--- config.mk ---
export PLATFORM = sky130hd
export DESIGN_NAME = bcd_chain_seq
export DESIGN_NICKNAME = d
export VERILOG_FILES = /design/src/rtl/bcd_chain_seq.sv
export SDC_FILE = /design/constraint.sdc
export NUM_CORES = 1
export LEC_CHECK = 0
export ABC_AREA = 1
export ABC_CLOCK_PERIOD_IN_PS = 1810
export BUFFER_PORTS_ARGS = -buffer_cell sky130_fd_sc_hd__clkbuf_2
export CAP_MARGIN = 25
export CORE_MARGIN = 2
export CORE_UTILIZATION = 52
export CTS_CLUSTER_SIZE = 20
export DETAILED_ROUTE_END_ITERATION = 10
export GPL_ROUTABILITY_DRIVEN = 1
export PLACE_DENSITY_LB_ADDON = 0.3
export SYNTH_ARGS = -nofsm -noshare
export SYNTH_HDL_FRONTEND = slang
export SYNTH_HIERARCHICAL = 1
export SYNTH_SLANG_ARGS = --single-unit
--- constraint.sdc ---
create_clock -name i_clk -period 1.81 [get_ports i_clk]
set_clock_uncertainty 0.05 [all_clocks]
set_input_delay 0.181 -clock i_clk [delete_from_list [all_inputs] [get_ports i_clk]]
set_output_delay 0.181 -clock i_clk [all_outputs]
set_load 0.005 [all_outputs]
--- src/rtl/bcd_chain_seq.sv ---
// bcd_chain_seq: walks a pair of packed-BCD operands byte by byte (LSB first),
// doing a binary ADC/SBC with Game Boy flags, then a decimal adjust, and
// chaining the decimal carry/borrow into the next byte.

// gb_daa: Game Boy style decimal adjust of an 8-bit ADC/SBC result.
module gb_daa (
    input  logic [7:0] value,
    input  logic       n,
    input  logic       h,
    input  logic       c,
    output logic [7:0] result,
    output logic       c_out
);

    // After an add, correct each nibble that overflowed or exceeds 9; after a
    // subtract, undo the nibbles that borrowed. Carry is only ever set by add.
    always_comb begin
        result = value;
        c_out  = c;
        if (!n) begin
            if (c || (value > 8'h99)) begin
                result = result + 8'h60;
                c_out  = 1'b1;
            end
            if (h || (value[3:0] > 4'h9)) begin
                result = result + 8'h06;
            end
        end else begin
            if (c) begin
                result = result - 8'h60;
            end
            if (h) begin
                result = result - 8'h06;
            end
        end
    end

endmodule

module bcd_chain_seq #(
    parameter  int MAX_BYTES = 8,
    localparam int LW        = $clog2(MAX_BYTES + 1),
    localparam int IW        = $clog2(MAX_BYTES)
) (
    input  logic          i_clk,
    input  logic          i_rst,
    input  logic          i_start_valid,
    output logic          o_start_ready,
    input  logic          i_sub,
    input  logic [LW-1:0] i_len,
    input  logic          i_carry_in,
    input  logic          i_abort,
    output logic [IW-1:0] o_rd_idx,
    input  logic [7:0]    i_a_byte,
    input  logic [7:0]    i_b_byte,
    output logic          o_wr_en,
    output logic [IW-1:0] o_wr_idx,
    output logic [7:0]    o_wr_data,
    output logic          o_done,
    output logic          o_carry_out,
    output logic          o_zero
);

    typedef enum logic [1:0] {
        IDLE,
        ADD,
        ADJ,
        DONE
    } state_t;

    localparam logic [LW-1:0] MAX_LEN = LW'(MAX_BYTES);

    state_t        state;
    state_t        state_next;

    logic          sub_q;
    logic [LW-1:0] len_q;
    logic          carry_q;
    logic [IW-1:0] idx_q;
    logic          zero_acc;
    logic [7:0]    r_q;
    logic          n_q;
    logic          h_q;
    logic          c_q;
    logic          done_q;
    logic          carry_out_q;
    logic          zero_q;

    logic          accept;
    logic [LW-1:0] len_clamped;
    logic          last_byte;
    logic [8:0]    bin_res;
    logic [4:0]    nib_res;
    logic [7:0]    daa_result;
    logic          daa_carry;
    logic          adj_zero;

    gb_daa u_daa (
        .value  (r_q),
        .n      (n_q),
        .h      (h_q),
        .c      (c_q),
        .result (daa_result),
        .c_out  (daa_carry)
    );

    assign o_start_ready = (state == IDLE) && !i_abort;
    assign accept        = i_start_valid && o_start_ready;
    assign len_clamped   = (i_len > MAX_LEN) ? MAX_LEN : i_len;
    assign last_byte     = (LW'(idx_q) == (len_q - LW'(1)));
    assign adj_zero      = zero_acc && (daa_result == 8'h00);

    assign o_rd_idx    = idx_q;
    assign o_wr_idx    = idx_q;
    assign o_wr_en     = (state == ADJ) && !i_abort;
    assign o_wr_data   = (state == ADJ) ? daa_result : 8'h00;
    assign o_done      = done_q && !i_abort;
    assign o_carry_out = carry_out_q;
    assign o_zero      = zero_q;

    // Binary ADC/SBC of the current operand bytes; the 9th bit of each
    // widened result is the carry (or borrow) out of that position.
    always_comb begin
        if (sub_q) begin
            bin_res = {1'b0, i_a_byte} - {1'b0, i_b_byte} - {8'b0, carry_q};
            nib_res = {1'b0, i_a_byte[3:0]} - {1'b0, i_b_byte[3:0]} - {4'b0, carry_q};
        end else begin
            bin_res = {1'b0, i_a_byte} + {1'b0, i_b_byte} + {8'b0, carry_q};
            nib_res = {1'b0, i_a_byte[3:0]} + {1'b0, i_b_byte[3:0]} + {4'b0, carry_q};
        end
    end

    // Next-state decode; abort overrides everything and returns to IDLE.
    always_comb begin
        state_next = state;
        case (state)
            IDLE: begin
                if (accept) begin
                    state_next = (len_clamped == '0) ? DONE : ADD;
                end
            end
            ADD:     state_next = ADJ;
            ADJ:     state_next = last_byte ? DONE : ADD;
            DONE:    state_next = IDLE;
            default: state_next = IDLE;
        endcase
        if (i_abort) begin
            state_next = IDLE;
        end
    end

    // State register.
    always_ff @(posedge i_clk) begin
        if (i_rst) begin
            state <= IDLE;
        end else begin
            state <= state_next;
        end
    end

    // Operation datapath: latch the request, register ADD results, chain the
    // decimal carry after each adjust, and publish final flags on the way
    // into DONE so they are stable in the done cycle and held afterwards.
    always_ff @(posedge i_clk) begin
        if (i_rst) begin
            sub_q       <= 1'b0;
            len_q       <= '0;
            carry_q     <= 1'b0;
            idx_q       <= '0;
            zero_acc    <= 1'b0;
            r_q         <= 8'h00;
            n_q         <= 1'b0;
            h_q         <= 1'b0;
            c_q         <= 1'b0;
            done_q      <= 1'b0;
            carry_out_q <= 1'b0;
            zero_q      <= 1'b0;
        end else begin
            done_q <= 1'b0;
            if (accept) begin
                sub_q    <= i_sub;
                len_q    <= len_clamped;
                carry_q  <= i_carry_in;
                idx_q    <= '0;
                zero_acc <= 1'b1;
                if (len_clamped == '0) begin
                    done_q      <= 1'b1;
                    carry_out_q <= i_carry_in;
                    zero_q      <= 1'b1;
                end
            end
            if ((state == ADD) && !i_abort) begin
                r_q <= bin_res[7:0];
                n_q <= sub_q;
                h_q <= nib_res[4];
                c_q <= bin_res[8];
            end
            if ((state == ADJ) && !i_abort) begin
                carry_q  <= daa_carry;
                zero_acc <= adj_zero;
                if (last_byte) begin
                    done_q      <= 1'b1;
                    carry_out_q <= daa_carry;
                    zero_q      <= adj_zero;
                end else begin
                    idx_q <= idx_q + IW'(1);
                end
            end
        end
    end

endmodule

==> run summary <==
largest net degree at the start of global routing: 18
Synth top area share: 18.55%
total of max-cap violations: 0
nets: 590
drt wl/cell: 11.92 um
via count: 3041
Clock Power Share: 25.7%
Cell Area, Synth: 2806 um2
Post-Synth Adder-Cell Area: 14.89%
Final Util: 72.64%
die height: 77.47 um
compound-cell area share of the yosys netlist: 13.82%
ratio of cells with drive above 1 in the final layout: 37.59%
dpl ws: -0.1831 ns
global route overflow: 0
Switch Pwr: 0.6595 mW
Logic pwr share: 42.1%
internal power: 1.245 mW
First DRT Iteration DRCs: 103
Rel. slew slack: 68.44%
final hold vios: 0
DRT antenna net count: 0
H-tree depth: 1
Die W: 77.47 um
area of the core: 5172 um2
RSZ-0062 raised after global routing: yes
Yosys top cell by area: dfxtp_1
GRT Util Overall: 23.64%
vias in the first global route: 2840
final worst slack: -0.3088 ns
final hold slack: 0.08405 ns
status: finished, violations left
failing checks: setup timing
Reg2Reg Depth: 20
hold depth: 3
Avg Vias per Cell: 5.051
Mapped Cells: 447
I/O Pins: 45
Filler cells: 426
drt pass-1 iters: 4
fin crit share: 117.1%
actual slew at the worst max-slew pin: 0.4728 ns
Area growth, synth to finish: 33.88%
die area: 6001 um2
root cell of the clock tree: clkbuf_8
mux contribution to synthesized area: 0%
CP Class: flop to output port
drt total wl: 7177 um
worst reg-to-reg setup slack: -0.25 ns
Crit. End Element: output port
Post-DP Area: 3344 um2
gpl congestion: 0.8516
area share of and/or/nand/nor cells after synthesis: 33.93%
FF-to-FF Start: r_q[2]
Hold Path End: len_q[0]
main combinational cell family by area after synthesis: simple AND/OR/NAND/NOR gates
syn nets: 504
critical path arrival: 1.89 ns
hold_buf cts: 0
Hold Crit Start: i_len[0]
initial antenna violation count: 0
Power Dens Cells: 506.9 nW/um2
Max Root-Sink Buffers: 2
Cells after DPL: 592
Synth warnings: 6
main flop type after synthesis: dfxtp_1
Worst R2R End: o_zero
WP data required: 1.58 ns
syn_area_per_cell: 6.278 um2
Max VDD drop: 0.0003069 V
synth top area cells: dfxtp_1 (19%), ha_1 (12%), nand2_1 (12%)
hpwl dp: 5205 um
Yosys reg bits: 26
post-synthesis sequential area ratio: 18.55%
Post-synth EDFFs: 0
Finished Cell Area: 3757 um2
clock net sink count: 26
synth cell count leaders: nand2_1 (90), inv_1 (79), nor2_1 (54), nand3_1 (30), a21oi_1 (29)
DRC Markers: 0
Initial Utilization: 54.26%
LEAKAGE: 1.936 nW
Cell Count, Final, Fillers Out: 602
Distinct cells, synth: 40
CTS tree: built
Clk Latency, worst-skew pair: 0.28 ns
crit path launch type: flop
Synth Area in XOR/XNOR: 3.745%
CTS clk-pin slew, worst paths: 0.10 ns
count leader, synth: nand2_1
sw frac: 34.63%
Final Max Slew Viols: 0
Port Buf Inserts: 44
Hold Crit Class: primary input to flop
# setup viols final: 10
CTS Buf Count: 3
Critical Path Fanout Max: 5
number of antenna repair diodes: 0
num rows: 26
f_max: 472.0 MHz
sequential power share: 32.2%
Tmin final: 2.119 ns
global-route wire length before repair: 11960 um
Synth async-reset ratio: 0%
[cell type report]
type                       instances  area [um2]  area share, %
timing repair buffer              91       606.8          16.15
multi-input combinational        323        2121          56.44
clock inverter                     1       30.03         0.7992
tap                               70       87.58          2.331
sequential                        26       536.8          14.29
inverter                          88       334.1          8.891
clock buffer                       3       41.29          1.099
[sequential cells by signal (all words and copies together), names as in the netlist, 2 cells and up]
name and cells:
state 2, len_q 4, r_q 8, o_rd_idx 3
[placed cells by master, fill, tap and decap left out, types with 3 or more instances in the layout]
cell,n
xor2_1,5
clkbuf_8,3
nand2_2,21
dfxtp_4,3
buf_6,9
xnor2_1,5
clkbuf_2,40
nand3_1,21
buf_2,4
inv_2,17
a21oi_2,6
a21oi_1,24
ha_4,3
nand2_1,74
dfxtp_1,19
o21ai_0,19
dfxtp_2,4
nand4_1,6
nand2_4,10
nor2_2,8
o21ai_1,6
nor2_1,48
ha_1,22
nand3_2,12
inv_1,69
buf_4,38
fa_2,4
[worst max-delay path: stages (launching register included)]
cell	delay, ns
dfxtp_2	0.35
inv_2	0.09
nand2_4	0.07
nand2_4	0.09
nand2_4	0.05
nand2_4	0.08
nand2_4	0.08
nand2_4	0.09
nand2_4	0.08
xnor2_2	0.14
o21ai_1	0.13
inv_1	0.08
buf_6	0.11
nor2_2	0.07
clkbuf_2	0.11
[cells by family (layout without fill, tap and decap cells)]
| group | after synthesis | count (layout) |
|---|---|---|
| flip-flops | 26 | 26 |
| buffers and inverters | 98 | 183 |
| XOR/XNOR | 12 | 12 |
| adder cells (fa/ha/maj) | 31 | 31 |
| AND/OR/NAND/NOR | 210 | 210 |
| AO/OA/AOI/OAI | 70 | 70 |
[per-layer routing]
metal	share of wire [%]	vias to the layer above	GRT usage (%)
met4	1.6	0	6.786
met2	51	70	42.26
met3	3.3	12	2.209
met1	44	1383	30.15
met5	0	-	0
li1	-	1576	-
[repair_timing]
| action | 4_1_cts | 5_1_grt |
|---|---|---|
| setup endpoints to repair | 14 | 19 |
| resized for setup | 42 | 52 |
| pin swaps | 26 | 32 |
| buffers inserted | 7 | 1 |
[worst max-delay path by stage]
stage | start | endpoint | slack (ns) | depth (start not counted)
after floorplan | r_q[5] | o_zero | -0.03 | 16
after global placement | i_a_byte[0] | r_q[6] | -0.15 | 14
after detailed placement | i_a_byte[0] | r_q[6] | -0.18 | 14
after CTS | r_q[5] | o_wr_data[7] | -0.28 | 13
after global routing | r_q[2] | o_wr_data[5] | -0.43 | 14
final | r_q[2] | o_wr_data[5] | -0.31 | 14
[power groups by stage]
stage	clock network, mW	registers (mW)	logic, mW
2_1_floorplan	0	0.624	0.448
3_3_place_gp	0	0.623	0.646
3_5_place_dp	0	0.625	0.665
4_1_cts	0.490	0.613	0.734
5_1_grt	0.519	0.617	0.896
6_report	0.490	0.613	0.802
[stage by stage]
| stage | power, mW | TNS, ns |
|---|---|---|
| 6_report | 1.904 | -1.806 |
| 5_1_grt | 2.032 | -3.365 |
| 4_1_cts | 1.837 | -1.407 |
| 3_5_place_dp | 1.290 | -1.053 |
| 3_3_place_gp | 1.270 | -0.6867 |
| 2_1_floorplan | 1.072 | -0.06250 |
(Power assumes the default switching activity.)
